<file path="config.mk">
export PLATFORM = sky130hd
export DESIGN_NAME = sonic_rx_ring_reader_flat
export DESIGN_NICKNAME = d
export VERILOG_FILES = /design/src/rtl/sonic_ring_pkg.sv /design/src/rtl/sonic_rx_ring_reader_if.sv /design/src/rtl/sonic_skid_fifo.sv /design/src/rtl/sonic_rx_ring_reader.sv /design/src/flat_wrapper.sv
export SDC_FILE = /design/constraint.sdc
export NUM_CORES = 1
export LEC_CHECK = 0
export CORE_ASPECT_RATIO = 0.75
export CORE_MARGIN = 8
export CORE_UTILIZATION = 25
export CTS_CLUSTER_DIAMETER = 30
export DETAILED_ROUTE_END_ITERATION = 10
export PLACE_DENSITY_LB_ADDON = 0.08
export SLEW_MARGIN = 0
export SYNTH_ARGS = -nofsm -noshare
export SYNTH_HDL_FRONTEND = slang
export SYNTH_SLANG_ARGS = --single-unit
</file>
<file path="constraint.sdc">
create_clock -name rd_clock -period 7.5 [get_ports rd_clock]
set_input_delay 2.25 -clock rd_clock [delete_from_list [all_inputs] [get_ports rd_clock]]
set_output_delay 2.25 -clock rd_clock [all_outputs]
set_load 0.05 [all_outputs]
</file>
<file path="src/rtl/sonic_ring_pkg.sv">
// rtl/sonic_ring_pkg.sv - shared ring-buffer widths, pointer type, reader states and helpers
package sonic_ring_pkg;

  localparam int RING_AW = 13;
  localparam int RING_PW = 14;
  localparam int RING_DW = 128;

  typedef logic [RING_PW-1:0] ring_ptr_t;

  typedef enum logic [1:0] {
    IDLE  = 2'd0,
    RUN   = 2'd1,
    DRAIN = 2'd2
  } rdr_state_e;

  // Occupancy between producer and consumer pointers; the wrap bit makes this modular.
  function automatic ring_ptr_t ring_avail(input ring_ptr_t wptr, input ring_ptr_t rptr);
    return wptr - rptr;
  endfunction

endpackage

</file>
<file path="src/rtl/sonic_rx_ring_reader_if.sv">
// rtl/sonic_rx_ring_reader_if.sv - ring read port, output stream and status of the RX ring reader
interface sonic_rx_ring_reader_if
  import sonic_ring_pkg::*;
#(
  parameter int ADDR_WIDTH = RING_AW,
  parameter int DATA_WIDTH = RING_DW
);

  logic                  enable;
  logic [ADDR_WIDTH:0]   rx_ring_wptr;
  logic [ADDR_WIDTH-1:0] rd_address;
  logic                  dma_rdreq;
  logic [DATA_WIDTH-1:0] data_in;
  logic [DATA_WIDTH-1:0] out_data;
  logic                  out_valid;
  logic                  out_ready;
  logic [ADDR_WIDTH:0]   rx_ring_rptr;
  logic                  busy;
  logic                  ptr_err;

  modport master (
    input  enable, rx_ring_wptr, data_in, out_ready,
    output rd_address, dma_rdreq, out_data, out_valid, rx_ring_rptr, busy, ptr_err
  );

  modport slave (
    output enable, rx_ring_wptr, data_in, out_ready,
    input  rd_address, dma_rdreq, out_data, out_valid, rx_ring_rptr, busy, ptr_err
  );

endinterface

</file>
<file path="src/rtl/sonic_skid_fifo.sv">
// rtl/sonic_skid_fifo.sv - synchronous FIFO with occupancy count and same-cycle push/pop
module sonic_skid_fifo #(
  parameter int DEPTH = 4,
  parameter int WIDTH = 128
) (
  input  logic                         clk,
  input  logic                         reset,
  input  logic                         push,
  input  logic [WIDTH-1:0]             push_data,
  input  logic                         pop,
  output logic [WIDTH-1:0]             head,
  output logic                         empty,
  output logic [$clog2(DEPTH+1)-1:0]   count
);

  localparam int AW = (DEPTH > 1) ? $clog2(DEPTH) : 1;
  localparam int CW = $clog2(DEPTH + 1);

  logic [WIDTH-1:0] mem [DEPTH];
  logic [AW-1:0]    wr_idx;
  logic [AW-1:0]    rd_idx;
  logic             full;
  logic             do_push;
  logic             do_pop;

  assign empty   = (count == '0);
  assign full    = (count == CW'(DEPTH));
  assign do_pop  = pop && !empty;
  // A full FIFO still accepts a write when the head leaves in the same cycle.
  assign do_push = push && (!full || do_pop);
  assign head    = empty ? '0 : mem[rd_idx];

  always_ff @(posedge clk) begin
    if (do_push) begin
      mem[wr_idx] <= push_data;
    end
  end

  always_ff @(posedge clk) begin
    if (reset) begin
      wr_idx <= '0;
      rd_idx <= '0;
      count  <= '0;
    end else begin
      if (do_push) begin
        wr_idx <= (wr_idx == AW'(DEPTH - 1)) ? '0 : wr_idx + 1'b1;
      end
      if (do_pop) begin
        rd_idx <= (rd_idx == AW'(DEPTH - 1)) ? '0 : rd_idx + 1'b1;
      end
      case ({do_push, do_pop})
        2'b10:   count <= count + 1'b1;
        2'b01:   count <= count - 1'b1;
        default: count <= count;
      endcase
    end
  end

endmodule

</file>
<file path="src/rtl/sonic_rx_ring_reader.sv">
// rtl/sonic_rx_ring_reader.sv - reads RX ring words, absorbs read latency, publishes commit pointer
module sonic_rx_ring_reader
  import sonic_ring_pkg::*;
#(
  parameter int ADDR_WIDTH = RING_AW,
  parameter int DATA_WIDTH = RING_DW,
  parameter int RD_LATENCY = 2,
  parameter int FIFO_DEPTH = 4
) (
  input logic                    rd_clock,
  input logic                    reset,
  sonic_rx_ring_reader_if.master ring
);

  localparam int CW = $clog2(FIFO_DEPTH + 1);
  localparam int SW = 8;
  localparam ring_ptr_t AVAIL_MAX = ring_ptr_t'(2 ** ADDR_WIDTH);

  rdr_state_e            state;
  rdr_state_e            state_nxt;
  ring_ptr_t             issue_ptr;
  ring_ptr_t             rptr;
  ring_ptr_t             avail;
  logic                  avail_bad;
  logic [ADDR_WIDTH-1:0] rd_address_q;
  logic                  dma_rdreq_q;
  logic                  ptr_err_q;
  logic [RD_LATENCY:1]   lat_pipe;
  logic                  arrive;
  logic                  pop;
  logic                  issue;
  logic                  credit_ok;
  logic [SW-1:0]         inflight;
  logic [CW-1:0]         fifo_count;
  logic                  fifo_empty;
  logic [DATA_WIDTH-1:0] fifo_head;

  sonic_skid_fifo #(
    .DEPTH (FIFO_DEPTH),
    .WIDTH (DATA_WIDTH)
  ) u_fifo (
    .clk       (rd_clock),
    .reset     (reset),
    .push      (arrive),
    .push_data (ring.data_in),
    .pop       (pop),
    .head      (fifo_head),
    .empty     (fifo_empty),
    .count     (fifo_count)
  );

  assign arrive    = lat_pipe[RD_LATENCY];
  assign pop       = !fifo_empty && ring.out_ready;
  assign avail     = ring_avail(ring.rx_ring_wptr, issue_ptr);
  assign avail_bad = (avail > AVAIL_MAX);

  // Reads whose data has not yet reached data_in; the word landing this cycle is counted separately.
  always_comb begin
    inflight = SW'(dma_rdreq_q);
    for (int i = 1; i < RD_LATENCY; i++) begin
      inflight = inflight + SW'(lat_pipe[i]);
    end
  end

  // Credit uses the occupancy after this cycle's landing word and pop, so 1 word/clk is sustained.
  assign credit_ok = (SW'(fifo_count) + inflight + SW'(arrive)) < (SW'(FIFO_DEPTH) + SW'(pop));

  always_comb begin
    state_nxt = state;
    issue     = 1'b0;
    case (state)
      IDLE: begin
        if (ring.enable) begin
          state_nxt = RUN;
        end
      end
      RUN: begin
        if (!ring.enable) begin
          state_nxt = DRAIN;
        end else begin
          issue = (avail != '0) && !avail_bad && !ptr_err_q && credit_ok;
        end
      end
      DRAIN: begin
        if (ring.enable) begin
          state_nxt = RUN;
        end else if ((inflight == '0) && !arrive && fifo_empty) begin
          state_nxt = IDLE;
        end
      end
      default: state_nxt = IDLE;
    endcase
  end

  always_ff @(posedge rd_clock) begin
    if (reset) begin
      state        <= IDLE;
      issue_ptr    <= '0;
      rptr         <= '0;
      rd_address_q <= '0;
      dma_rdreq_q  <= 1'b0;
      ptr_err_q    <= 1'b0;
      lat_pipe     <= '0;
    end else begin
      state       <= state_nxt;
      dma_rdreq_q <= issue;
      if (issue) begin
        rd_address_q <= issue_ptr[ADDR_WIDTH-1:0];
        issue_ptr    <= issue_ptr + 1'b1;
      end
      lat_pipe[1] <= dma_rdreq_q;
      for (int i = 2; i <= RD_LATENCY; i++) begin
        lat_pipe[i] <= lat_pipe[i-1];
      end
      if (pop) begin
        rptr <= rptr + 1'b1;
      end
      if (avail_bad) begin
        ptr_err_q <= 1'b1;
      end
    end
  end

  assign ring.rd_address   = rd_address_q;
  assign ring.dma_rdreq    = dma_rdreq_q;
  assign ring.out_data     = fifo_head;
  assign ring.out_valid    = !fifo_empty;
  assign ring.rx_ring_rptr = rptr;
  assign ring.busy         = (state != IDLE);
  assign ring.ptr_err      = ptr_err_q;

endmodule

</file>
<file path="src/flat_wrapper.sv">
// flat-port wrapper written by rule: the top's interface ports become plain ports
module sonic_rx_ring_reader_flat import sonic_ring_pkg::*;
#(
  parameter int ADDR_WIDTH = RING_AW,
  parameter int DATA_WIDTH = RING_DW,
  parameter int RD_LATENCY = 2,
  parameter int FIFO_DEPTH = 4
)
  (rd_clock, reset, ring_enable, ring_rx_ring_wptr, ring_data_in, ring_out_ready, ring_rd_address, ring_dma_rdreq, ring_out_data, ring_out_valid, ring_rx_ring_rptr, ring_busy, ring_ptr_err);
  sonic_rx_ring_reader_if #(.ADDR_WIDTH(ADDR_WIDTH), .DATA_WIDTH(DATA_WIDTH)) ring_i ();
  input logic rd_clock;
  input logic reset;
  input wire logic [$bits(ring_i.enable)-1:0] ring_enable;
  input wire logic [$bits(ring_i.rx_ring_wptr)-1:0] ring_rx_ring_wptr;
  input wire logic [$bits(ring_i.data_in)-1:0] ring_data_in;
  input wire logic [$bits(ring_i.out_ready)-1:0] ring_out_ready;
  output wire logic [$bits(ring_i.rd_address)-1:0] ring_rd_address;
  output wire logic [$bits(ring_i.dma_rdreq)-1:0] ring_dma_rdreq;
  output wire logic [$bits(ring_i.out_data)-1:0] ring_out_data;
  output wire logic [$bits(ring_i.out_valid)-1:0] ring_out_valid;
  output wire logic [$bits(ring_i.rx_ring_rptr)-1:0] ring_rx_ring_rptr;
  output wire logic [$bits(ring_i.busy)-1:0] ring_busy;
  output wire logic [$bits(ring_i.ptr_err)-1:0] ring_ptr_err;
  assign ring_i.enable = ring_enable;
  assign ring_i.rx_ring_wptr = ring_rx_ring_wptr;
  assign ring_i.data_in = ring_data_in;
  assign ring_i.out_ready = ring_out_ready;
  assign ring_rd_address = ring_i.rd_address;
  assign ring_dma_rdreq = ring_i.dma_rdreq;
  assign ring_out_data = ring_i.out_data;
  assign ring_out_valid = ring_i.out_valid;
  assign ring_rx_ring_rptr = ring_i.rx_ring_rptr;
  assign ring_busy = ring_i.busy;
  assign ring_ptr_err = ring_i.ptr_err;
  sonic_rx_ring_reader #(.ADDR_WIDTH(ADDR_WIDTH), .DATA_WIDTH(DATA_WIDTH), .RD_LATENCY(RD_LATENCY), .FIFO_DEPTH(FIFO_DEPTH)) u_core (.rd_clock(rd_clock), .reset(reset), .ring(ring_i));
endmodule
</file>
==> run summary <==
=================================================================================
Endpoint kind of the worst setup timing path .......................   output pin
Number of rows in the core area ....................................           96
Final routed DRC violation total ...................................            0
Pwr per Cell Area .................................................. 392.8 mW/mm^2
Met3 wirelength from detailed routing ..............................     4.144 mm
Top fanout value on the critical path ..............................           35
Critical path launch point type ....................................    flip-flop
Combined global-route utilization of all metal layers ..............       0.1224
Tightest Pin Transition ............................................     882.8 ps
CP required ........................................................      5250 ps
Share of Yosys cell area claimed by the top area cell type .........       0.6662
Sequence of cells on the critical path ............................. buf_4 -> mux4_2 -> and2_1 -> clkdlybuf4s50_1
Number of buffers inserted by hold repair at cts ...................            0
Count of synthesis-stage warnings from yosys .......................            0
Number of CTS-inserted buffers .....................................          132
Post-synthesis net count ...........................................         1440
Mean instance size in the synthesized netlist ......................  18.21 sq um
Area growth from synthesis to layout ...............................       38.54%
Logic gate share of total power ....................................        0.281
Slowest stage cell on the critical path ............................      dfxtp_4
RSZ-0062 raised after global routing ...............................        false
Clock network fraction of design power .............................        0.436
Critical path data arrival time ....................................      3630 ps
Dominant cell type by area after synthesis .........................     edfxtp_1
Routed met1 length .................................................     27.28 mm
Final hold slack ...................................................     469.3 ps
VDD IR max .........................................................  0.0002209 V
Die Area ........................................................... 0.1024 sq mm
Core Box Area ...................................................... 0.09153 sq mm
Final setup violation count ........................................            0
Switch Pwr .........................................................     4.105 mW
Post-route minimum period ..........................................      5878 ps
Wirelength per Cell ................................................     21.08 um
Number of levels the H-tree was split into .........................            4
Fraction of layout instances using a drive strength above 1 ........       0.2092
Seq/Total Area, Yosys ..............................................       0.7148
Cell-internal power ................................................     8.453 mW
Synth async-reset ratio ............................................            0
Vias post-DR .......................................................        12870
Main area contributors after synthesis ............................. edfxtp_1 67%, mux4_2 12%, dfxtp_1 4.9%
Filler cell count in the final layout ..............................         8792
Top flip-flop cell by instance count after synthesis ...............     edfxtp_1
Max frequency ......................................................    170.1 MHz
Hold violation total from the final report .........................            0
First-pass GRT wire length .........................................     93.45 mm
Worst setup skew after layout ......................................     34.42 ps
Die extent in x ....................................................     366.8 um
Leading post-synthesis cells by instance count ..................... 512 x edfxtp_1, 134 x and2_1, 128 x mux4_2, 56 x dfxtp_1, 55 x nor2_1
Gpl congestion .....................................................       0.7313
Distinct cell type count after synthesis ...........................           60
Highest routed layer ...............................................         met5
Max Slew Vio Count .................................................            0
Root cell of the clock tree ........................................    clkbuf_16
Post-route antenna net violation count .............................            0
Most common cell in the synthesized netlist ........................     edfxtp_1
Number of clock sinks seen by CTS ..................................          568
First DRT Iteration DRCs ...........................................          544
Cell Area, Synth ................................................... 0.02308 sq mm
Total Routed Length ................................................     63.17 mm
Number of optimization iterations in the first detailed-route pass .            5
Type of the most critical hold path ................................   reg -> reg
Port-buffer cells ..................................................          304
Die Ht .............................................................     279.1 um
Final TNS setup ....................................................         0 ps
Number of buffers inserted by post-CTS setup repair ................            0
Largest net degree at the start of global routing ..................           89
CTS tree ...........................................................        built
Maximum clock insertion buffer count ...............................            3
Max-capacitance violation count ....................................            0
Sequential share of power ..........................................        0.284
Initial antenna violation count ....................................           10
Remaining global-route overflow ....................................            0
Worst max-slew margin expressed relative to the limit ..............       0.4115
Cells after Synth ..................................................         1267
Switching Share ....................................................       0.3269
Clock-pin slew on the worst setup and hold paths ...................        40 ps
Critical Path Max Stage Delay ......................................       910 ps
Boundary pin count .................................................          305
DP HPWL ............................................................     38.05 mm
Count of flip-flops with a built-in enable after synthesis .........          512
Run status ......................................................... finished clean
Initial core utilization ...........................................       0.2521
Cell leakage power .................................................     10.52 nW
Met2 wirelength from detailed routing ..............................     30.06 mm
Category of the critical setup timing path .........................   reg -> out
Via/cell ratio .....................................................        4.293
Post-layout nets ...................................................         1839
Flip-flop and latch count after synthesis ..........................          568
Number of cells upsized or downsized after cts .....................            0
Final clock period utilization by the worst path ...................       0.7837
Clock latency on the worst-skew pair ...............................       700 ps
Number of global-route vias before repair ..........................        13960
=================================================================================
## flip-flops by register name, indices dropped and copies added (netlist names), named ones only
register / count
u_core.ring.rx_ring_rptr: 14
u_core.state: 2
u_core.u_fifo.mem: 512
u_core.ring.rd_address: 13
u_core.ring.ptr_err: 1
u_core.ring.dma_rdreq: 1
u_core.u_fifo.rd_idx: 2
u_core.issue_ptr: 14
u_core.u_fifo.wr_idx: 2
u_core.lat_pipe: 2
u_core.u_fifo.count: 3
## cell usage in the layout, fill, tap and decap left out, types with 8 or more instances in the layout
cell type / netlist / layout
buf_4: 0 / 15
clkbuf_16: 0 / 133
xnor2_1: 8 / 8
nor2_1: 55 / 55
clkinvlp_4: 0 / 12
ha_1: 23 / 23
edfxtp_1: 512 / 512
clkbuf_1: 35 / 24
clkinv_2: 0 / 14
mux4_2: 128 / 128
bufinv_16: 0 / 14
nor2b_1: 9 / 9
nor3_1: 18 / 18
clkinv_1: 0 / 25
and2_1: 134 / 130
or2_2: 9 / 9
mux2i_1: 34 / 34
nand2_1: 36 / 36
xor2_1: 12 / 12
dfxtp_1: 56 / 54
a21oi_1: 18 / 18
inv_1: 27 / 26
nand4_1: 12 / 12
clkdlybuf4s50_1: 0 / 303
nand3_1: 12 / 12
nand2b_1: 21 / 21
## per-layer routing
metal  up-vias  global-route usage
met1      6584              0.1502
met5         -                   0
met4        12             0.05029
met2       314              0.1952
li1       5818                   -
met3       137             0.04499
## logic make-up after synthesis
group	share of synthesized area
XOR/XNOR	0.007591
AO/OA/AOI/OAI	0.01692
buffers and inverters	0.01551
multiplexers	0.1468
AND/OR/NAND/NOR	0.08241
adder cells (fa/ha/maj)	0.01594
flip-flops	0.7148
## layout make-up
class                           instances  area [sq um]  share of cell area
Timing Repair Buffer                  326          3291              0.1029
Tap cell                             1225          1533             0.04794
Clock buffer                          160          3460              0.1082
Sequential cell                       568         16500              0.5162
Inverter                               27         106.4            0.003327
Antenna cell                            3         7.507           0.0002348
Clock inverter                         77         837.1             0.02618
Multi-Input combinational cell        611          6233              0.1950
## power groups by stage
stage	registers, mW	logic, mW	clock network (mW)
5_1_grt	3.57	3.74	5.79
2_1_floorplan	3.56	2.32	0
3_3_place_gp	3.62	3.64	0
6_report	3.56	3.52	5.47
3_5_place_dp	3.62	3.63	0
4_1_cts	3.57	3.64	5.63
## through the flow
| step | util | power [mW] | cell area (sq um) | instances | setup slack (ps) |
|---|---|---|---|---|---|
| 2_1_floorplan | - | 5.880 | 23080 | 1267 | 1423 |
| 3_3_place_gp | 0.3023 | 7.266 | 27670 | 2757 | 1133 |
| 3_5_place_dp | 0.3023 | 7.249 | 27670 | 2757 | 1147 |
| 4_1_cts | 0.3492 | 12.84 | 31960 | 2994 | 1386 |
| 5_1_grt | 0.3492 | 13.10 | 31970 | 2995 | 1316 |
| 6_report | 0.3493 | 12.56 | 31970 | 2997 | 1622 |
## critical path: cells and delay by family (launching register included)
family,cells,cell delay [ps]
flip-flops,1,910
multiplexers,1,550
buffers and inverters,2,1280
AND/OR/NAND/NOR,1,190
## path summary, 6_finish.rpt
check | to | cells after the start | slack [ps] | from
worst max-delay path | ring_out_data[84] | 4 | 1620 | flip-flop
worst min-delay path | u_core.lat_pipe[2] | 2 | 470 | u_core.lat_pipe[1]
worst max register to register | u_core.ring.rd_address[0] | 11 | 3230 | u_core.issue_ptr[0]
worst min register to register | u_core.lat_pipe[2] | 2 | 470 | u_core.lat_pipe[1]
(Power assumes the default switching activity.)
